<file path="src/rtl/fetch_sequencer.sv">
// Program counter owner and fetch sequencer for a synchronous-read instruction memory.
// One fetch takes four cycles (IDLE, ISSUE, CAPTURE, DONE); redirects abort any in-flight fetch.
module fetch_sequencer #(
  parameter logic [31:0] RESET_PC  = 32'h0000_0000,
  parameter int unsigned MEM_BYTES = 4096
) (
  input  logic        clock,
  input  logic        reset,
  input  logic        fetch_req,
  input  logic        pc_load,
  input  logic [31:0] pc_load_value,
  output logic        mem_en,
  output logic [31:0] mem_addr,
  input  logic [31:0] mem_rdata,
  output logic [31:0] ir,
  output logic [31:0] ir_pc,
  output logic [31:0] pc,
  output logic [31:0] pc_plus4,
  output logic        fetch_done,
  output logic        fetch_fault,
  output logic        busy,
  output logic [31:0] fetch_count
);

  localparam int unsigned XLEN = 32;
  localparam logic [XLEN-1:0] PC_MAX = XLEN'(MEM_BYTES - 4);

  typedef enum logic [1:0] {
    S_IDLE    = 2'd0,
    S_ISSUE   = 2'd1,
    S_CAPTURE = 2'd2,
    S_DONE    = 2'd3
  } state_e;

  state_e            state_q, state_d;
  logic [XLEN-1:0]   pc_q, pc_d;
  logic [XLEN-1:0]   ir_q, ir_d;
  logic [XLEN-1:0]   ir_pc_q, ir_pc_d;
  logic [XLEN-1:0]   mem_addr_q, mem_addr_d;
  logic [XLEN-1:0]   fetch_count_q, fetch_count_d;
  logic              mem_en_q, mem_en_d;
  logic              fetch_done_q, fetch_done_d;
  logic              fetch_fault_q, fetch_fault_d;
  logic              busy_q, busy_d;
  logic              pc_valid;

  // Next-state and registered-output logic; a redirect outranks everything else.
  always_comb begin
    state_d       = state_q;
    pc_d          = pc_q;
    ir_d          = ir_q;
    ir_pc_d       = ir_pc_q;
    mem_addr_d    = mem_addr_q;
    fetch_count_d = fetch_count_q;
    fetch_fault_d = fetch_fault_q;
    mem_en_d      = 1'b0;
    fetch_done_d  = 1'b0;
    pc_valid      = (pc_q[1:0] == 2'b00) && (pc_q <= PC_MAX);

    if (pc_load) begin
      pc_d          = pc_load_value;
      state_d       = S_IDLE;
      fetch_fault_d = 1'b0;
    end else begin
      case (state_q)
        S_IDLE: begin
          if (fetch_req) begin
            if (pc_valid) begin
              state_d    = S_ISSUE;
              mem_en_d   = 1'b1;
              mem_addr_d = pc_q;
            end else begin
              fetch_fault_d = 1'b1;
            end
          end
        end
        S_ISSUE: begin
          state_d = S_CAPTURE;
        end
        S_CAPTURE: begin
          ir_d          = mem_rdata;
          ir_pc_d       = pc_q;
          pc_d          = pc_q + XLEN'(4);
          fetch_count_d = fetch_count_q + XLEN'(1);
          fetch_done_d  = 1'b1;
          state_d       = S_DONE;
        end
        S_DONE: begin
          state_d = S_IDLE;
        end
        default: begin
          state_d = S_IDLE;
        end
      endcase
    end

    busy_d = (state_d != S_IDLE);
  end

  always_ff @(posedge clock) begin
    if (reset) begin
      state_q       <= S_IDLE;
      pc_q          <= RESET_PC;
      ir_q          <= '0;
      ir_pc_q       <= '0;
      mem_addr_q    <= RESET_PC;
      fetch_count_q <= '0;
      mem_en_q      <= 1'b0;
      fetch_done_q  <= 1'b0;
      fetch_fault_q <= 1'b0;
      busy_q        <= 1'b0;
    end else begin
      state_q       <= state_d;
      pc_q          <= pc_d;
      ir_q          <= ir_d;
      ir_pc_q       <= ir_pc_d;
      mem_addr_q    <= mem_addr_d;
      fetch_count_q <= fetch_count_d;
      mem_en_q      <= mem_en_d;
      fetch_done_q  <= fetch_done_d;
      fetch_fault_q <= fetch_fault_d;
      busy_q        <= busy_d;
    end
  end

  assign mem_en      = mem_en_q;
  assign mem_addr    = mem_addr_q;
  assign ir          = ir_q;
  assign ir_pc       = ir_pc_q;
  assign pc          = pc_q;
  assign pc_plus4    = ir_pc_q + XLEN'(4);
  assign fetch_done  = fetch_done_q;
  assign fetch_fault = fetch_fault_q;
  assign busy        = busy_q;
  assign fetch_count = fetch_count_q;

endmodule

</file>
<file path="config.mk">
export PLATFORM = sky130hd
export DESIGN_NAME = fetch_sequencer
export DESIGN_NICKNAME = d
export VERILOG_FILES = /design/src/rtl/fetch_sequencer.sv
export SDC_FILE = /design/constraint.sdc
export NUM_CORES = 1
export LEC_CHECK = 0
export BUFFER_PORTS_ARGS = -buffer_cell sky130_fd_sc_hd__buf_2
export CAP_MARGIN = 20
export CORE_UTILIZATION = 45
export CTS_CLUSTER_DIAMETER = 200
export DETAILED_ROUTE_END_ITERATION = 10
export PLACE_DENSITY = 0.76
export SYNTH_ARGS = -nofsm -noshare
export SYNTH_HDL_FRONTEND = slang
export SYNTH_SLANG_ARGS = --single-unit
</file>
<file path="constraint.sdc">
create_clock -name clock -period 2.1 [get_ports clock]
set_input_delay 0.21 -clock clock [delete_from_list [all_inputs] [get_ports clock]]
set_output_delay 0.21 -clock clock [all_outputs]
set_load 0.03 [all_outputs]
</file>
==> out/metrics.csv, run 1 <==
metric;value;unit
pwr-share-comb;7.2;%
synthArstFlopShare;0;%
max_freq;464;MHz
layout_common_cells;243 x buf_2, 167 x nand2_1, 134 x dfxtp_1, 91 x a21oi_1, 89 x buf_4;
antenna_found_initial;1;
p_clk_share;44.3;%
switchingPower;1.58;mW
synth_edf_count;0;
die_x;131;um
endpoint_kind;output port;
cts.clk_slew.worst_paths;0.06;ns
critical_path_class;register to output port;
cts-buffers-inserted;17;
ys_seq_area_share;44.1;%
ys.flop_type;dfxtp_1;
hold_viol_final;0;
slew_headroom;53.7;%
irDropWorstVdd;0.493;mV
power_density;643;nW/um2
maxCapViolCount;0;
placed_cell_area;9550;um2
cp.arrival;1.94;ns
worstHoldEndpoint;ir[30];
register_area;3380;um2
grt_setup_unrepaired;true;
cts_root_buf;clkbuf_16;
preCtsSetupSlack;-0.0431;ns
clock_skew;0.00948;ns
cts_sinks;166;
r2r_setup_slack;0.10;ns
cp.required;1.89;ns
r2r-start;state_q[0];
timing.final.ws_setup;-0.0539;ns
synth_cell_types;53;
final_common_cell;buf_2;
drtAntennaViolNets;0;
p_seq_share;48.5;%
grt_max_degree;85;
critPathMaxFanout;7;
rows;46;
drc;0;
synth_warnings;0;
synth_area;7530;um2
rr_worst_depth;6;
setup-tns-final;-0.0539;ns
grt_pass1_wl;35900;um
antenna_cells;0;
grt_pass1_vias;6971;
period_share;103;%
vias;7865;
fillerInstances;1384;
cts_tree;yes;
gp_congestion;0.893;
syn_inst;908;
fin_area;10400;um2
clk-insertion-delay-late;0.42;ns
die_area;17200;um2
finalNetCount;1276;
start_util;46.7;%
p_int;5.11;mW
p_leak;4.52;nW
dp_hpwl;16300;um
multi_input_area;4040;um2
initialDrtViolationCount;484;
grtUsageTotal;25.7;%
htree_num_levels;4;
synth_area_per_cell;8.29;um2
drive_gt1_share;37.7;%
failed_checks;setup timing;
tightest_slew;0.688;ns
post_drt_wl_per_cell;16.0;um
slew_violations;0;
hold_buffers;0;
swShare;23.7;%
hp-class;primary input to register;
finalCriticalPeriod;2.15;ns
clock_path_buffers;2;
portBuffers;263;
start_kind;register;
dr.pass1.iters;5;
grt-ovfl-total;0;
die_y;131;um
min_from;mem_rdata[30];
setup_violations;1;
wirelength;22800;um
vias_per_cell;5.50;
fp.coreArea;16100;um2
outcome;finished, violations left;
hold_path_depth;3;
boundaryPins;264;
syn_to_final_growth;38.2;%
synth-seq-cells;166;
synth_nets;981;
worstReg2RegEnd;fetch_count[31];
[power by group through the flow]
stage	clock network (mW)	registers [mW]	logic, mW
after CTS	3.02	3.25	0.479
after global placement	0	3.32	0.475
after detailed placement	0	3.32	0.477
final	2.96	3.25	0.481
after floorplan	0	3.38	0.203
after global routing	3.16	3.25	0.515
[what timing repair did]
action | in CTS | in global routing
pin swaps | 7 | 14
setup buffers | 5 | 5
endpoints found under the setup margin | 23 | 34
resized for setup | 31 | 50
[worst max-delay path by stage]
stage,startpoint,end,cells past startpoint
6_report,ir_pc[2],pc_plus4[22],7
5_1_grt,ir_pc[2],pc_plus4[22],7
4_1_cts,ir_pc[2],pc_plus4[22],7
3_5_place_dp,state_q[0],fetch_count[31],6
3_3_place_gp,state_q[0],fetch_count[25],6
2_1_floorplan,ir_pc[3],pc_plus4[14],5
[per-stage QoR]
| step | hold WS [ns] | total power, mW | utilization [%] | instances |
|---|---|---|---|---|
| 2_1_floorplan | 0.346 | 3.59 | - | 908 |
| 3_3_place_gp | 0.438 | 3.80 | 59.2 | 1390 |
| 3_5_place_dp | 0.440 | 3.80 | 59.2 | 1390 |
| 4_1_cts | 0.00996 | 6.75 | 63.5 | 1425 |
| 5_1_grt | 0.0159 | 6.93 | 64.6 | 1430 |
| 6_report | 0.0195 | 6.69 | 64.6 | 1430 |
[cell families (layout without fill, tap and decap cells)]
logic type	after synthesis	after routing	synth area share (%)
AND/OR/NAND/NOR	410	410	27.9
AO/OA/AOI/OAI	177	177	15.1
flip-flops	166	166	44.1
buffers and inverters	93	399	5.29
XOR/XNOR	51	51	5.93
multiplexers	6	6	0.815
adder cells (fa/ha/maj)	5	5	0.831
[critical path, stage by stage (launching register included)]
cell and delay (ns):
dfxtp_4 0.40, ha_4 0.16, nand3_4 0.11, nor2_1 0.12, buf_4 0.17, nand4_1 0.20
xnor2_4 0.21, buf_6 0.14
[cell usage after synthesis (3+ instances only)]
cell	n	area, um2
nand2_1	169	634
dfxtp_1	166	3320
a21oi_1	92	460
clkbuf_1	53	199
nor2_1	46	173
xnor2_1	41	359
nand4_1	35	219
nand3_1	29	145
and2_1	25	156
inv_1	23	86.3
or4_1	21	158
nor3_1	17	85.1
a311oi_1	16	140
and4_1	16	140
o31ai_1	14	105
and3_1	11	68.8
or3_1	11	68.8
a211oi_1	10	75.1
a31o_2	10	87.6
nor4_1	10	62.6
o21ai_0	10	50.1
xor2_1	10	87.6
a311o_1	5	50.1
buf_1	5	18.8
ha_1	5	62.6
mux2i_1	5	50.1
a31oi_1	4	25.0
buf_4	4	30.0
buf_6	4	45.0
nor2b_1	4	25.0
o21a_1	4	30.0
buf_2	3	15.0
nand4b_1	3	26.3
[sequential cells by signal, indices dropped and copies added (netlist names), 2 cells and up]
name,flops
state_q,2
pc,32
fetch_count,32
ir_pc,32
ir,32
mem_addr,32
[area by class of cell]
class	count	share of cell area, %
clock buffers	23	4.69
clock inverters	7	0.686
inverters	24	0.866
multi-input cells	649	38.9
flip-flops and latches	166	32.5
well taps	216	2.60
repair buffers	345	19.8
[per-layer routing]
metal | wire [um] | share of wire (%) | track usage [%] | up-vias
met4 | 425 | 1.9 | 9.04 | 2
met1 | 9670 | 42 | 32.1 | 3699
met2 | 11200 | 49 | 43.1 | 309
met5 | 13 | 0.057 | 0 | -
li1 | - | - | - | 3816
met3 | 1570 | 6.9 | 5.98 | 39
(Power assumes the default switching activity.)
==> inputs of run 2 (changes only) <==
==> config.mk (replaced) <==
export PLATFORM = sky130hd
export DESIGN_NAME = fetch_sequencer
export DESIGN_NICKNAME = d
export VERILOG_FILES = /design/src/rtl/fetch_sequencer.sv
export SDC_FILE = /design/constraint.sdc
export NUM_CORES = 1
export LEC_CHECK = 0
export CAP_MARGIN = 20
export CORE_UTILIZATION = 57
export CTS_CLUSTER_DIAMETER = 200
export DETAILED_ROUTE_END_ITERATION = 10
export DONT_BUFFER_PORTS = 1
export PLACE_DENSITY_LB_ADDON = 0.12
export SYNTH_ARGS = -nofsm -noshare
export SYNTH_HDL_FRONTEND = slang
export SYNTH_SLANG_ARGS = --single-unit
==> out/metrics.csv, run 2 (synthesized netlist as in run 1, its figures left out) <==
metric;value;unit
hold_viol_final;100;
clock_path_buffers;2;
fp.coreArea;12700;um2
finalCriticalPeriod;2.19;ns
worstPathCellList;buf_6 -> nand4_1 -> nor2_1 -> buf_4 -> nand4_1 -> xnor2_2 -> buf_6;
timing.final.ws_setup;-0.0907;ns
setup-tns-final;-0.125;ns
clock_skew;0.00963;ns
cpMaxStageDelayCell;dfxtp_2;
power_density;696;nW/um2
period_share;104;%
final_common_cell;nand2_1;
cp.required;1.89;ns
cp.arrival;1.98;ns
drive_gt1_share;25.4;%
drc;0;
cts_root_buf;clkbuf_16;
initialDrtViolationCount;522;
holdWs;-0.120;ns
start_kind;register;
dp_hpwl;16100;um
dr.pass1.iters;5;
cts-buffers-inserted;17;
slew_headroom;55.6;%
antenna_cells;0;
htree_num_levels;4;
cts.clk_slew.worst_paths;0.07;ns
boundaryPins;264;
maxCapViolCount;0;
die_x;117;um
grtUsageTotal;33.4;%
failed_checks;hold timing, setup timing;
tightest_slew;0.660;ns
gp_congestion;0.882;
grt_max_degree;142;
endpoint_kind;output port;
clk-insertion-delay-late;0.44;ns
vias;7538;
grt_setup_unrepaired;true;
fin_cells;1228;
placed_cell_area;8750;um2
irDropWorstVdd;0.560;mV
drtAntennaViolNets;0;
grt_pass1_wl;35300;um
p_leak;3.73;nW
critPathMaxStageDelay;0.35;ns
critical_path_class;register to output port;
critPathMaxFanout;7;
setup_violations;2;
switchingPower;1.87;mW
layout_common_cells;169 x nand2_1, 146 x buf_4, 137 x dfxtp_1, 91 x a21oi_1, 46 x nor2_1;
post_drt_wl_per_cell;19.1;um
wirelength;23400;um
antenna_found_initial;0;
grt-ovfl-total;0;
cts_tree;yes;
fin_area;9820;um2
rows;41;
p_seq_share;47.4;%
pwr-share-comb;5.8;%
hp-class;primary input to register;
p_int;4.97;mW
die_y;117;um
syn_to_final_growth;30.5;%
swShare;27.3;%
slew_violations;0;
outcome;finished, violations left;
cts_sinks;166;
max_freq;456;MHz
grt_pass1_vias;7203;
die_area;13700;um2
start_util;59.2;%
vias_per_cell;6.14;
power;6.84;mW
hold_buffers;26;
dp_cells;1161;
finalNetCount;1116;
p_clk_share;46.8;%
portBuffers;0;
run 2: cell types whose count changed in the layout (fill, tap and decap cells not counted), sizes merged:
cell / delta
clkinvlp: -3
buf: -186
bufinv: -1
clkbuf: -6
inv: +3
dlygate4sd3: +26
clkinv: +9
run 2: path summary, 6_finish.rpt:
kind | cells past startpoint | slack [ns] | end | startpoint
worst max-delay path | 7 | -0.09 | pc_plus4[31] | ir_pc[2]
worst min-delay path | 1 | -0.12 | pc[9] | reset
worst max register to register | 7 | 0.04 | fetch_count[20] | state_q[0]
worst min register to register | 2 | 0.49 | ir_pc[23] | ir_pc[23]
run 2: power groups by stage:
| stage | combinational [mW] | sequential [mW] | clock, mW |
|---|---|---|---|
| after global placement | 0.353 | 3.31 | 0 |
| after global routing | 0.415 | 3.24 | 3.37 |
| after floorplan | 0.203 | 3.38 | 0 |
| after detailed placement | 0.362 | 3.31 | 0 |
| after CTS | 0.387 | 3.24 | 3.22 |
| final | 0.396 | 3.24 | 3.20 |
run 2: timing repair:
action,4_1_cts,5_1_grt
hold endpoints to repair,127,102
buffers inserted,1,8
endpoints found under the setup margin,33,33
pin swaps,2,6
gates resized for setup,13,24
run 2: cell type report:
type                       count  area [um2]
tap                          172         215
multi-input combinational    649        4000
inverter                      24        90.1
sequential                   166        3360
fill                         931        2900
clock buffer                  17         425
clock inverter                15         209
timing repair buffer         185        1520
run 2: layer usage:
metal / vias to the layer above / GRT usage, % / part of all wire (%)
li1: 3486 / - / -
met1: 3595 / 37.2 / 37
met2: 391 / 58.9 / 51
met3: 66 / 10.0 / 9.6
met4: 0 / 15.2 / 2.8
met5: - / 0 / 0
run 2: metrics by stage:
stage	util, %	setup WS [ns]	hold slack (ns)
after floorplan	-	-0.0209	0.346
after global placement	68.8	0.0188	0.286
after detailed placement	68.8	-0.0791	0.290
after CTS	76.2	-0.0838	-0.168
after global routing	77.2	-0.155	-0.167
final	77.2	-0.0907	-0.120
run 2: worst max-delay path: cells and delay by family (launching register included):
family	cells	cell delay, ns
xor+xnor	1	0.24
buf+inv	3	0.48
flops	1	0.35
simple gates	3	0.47
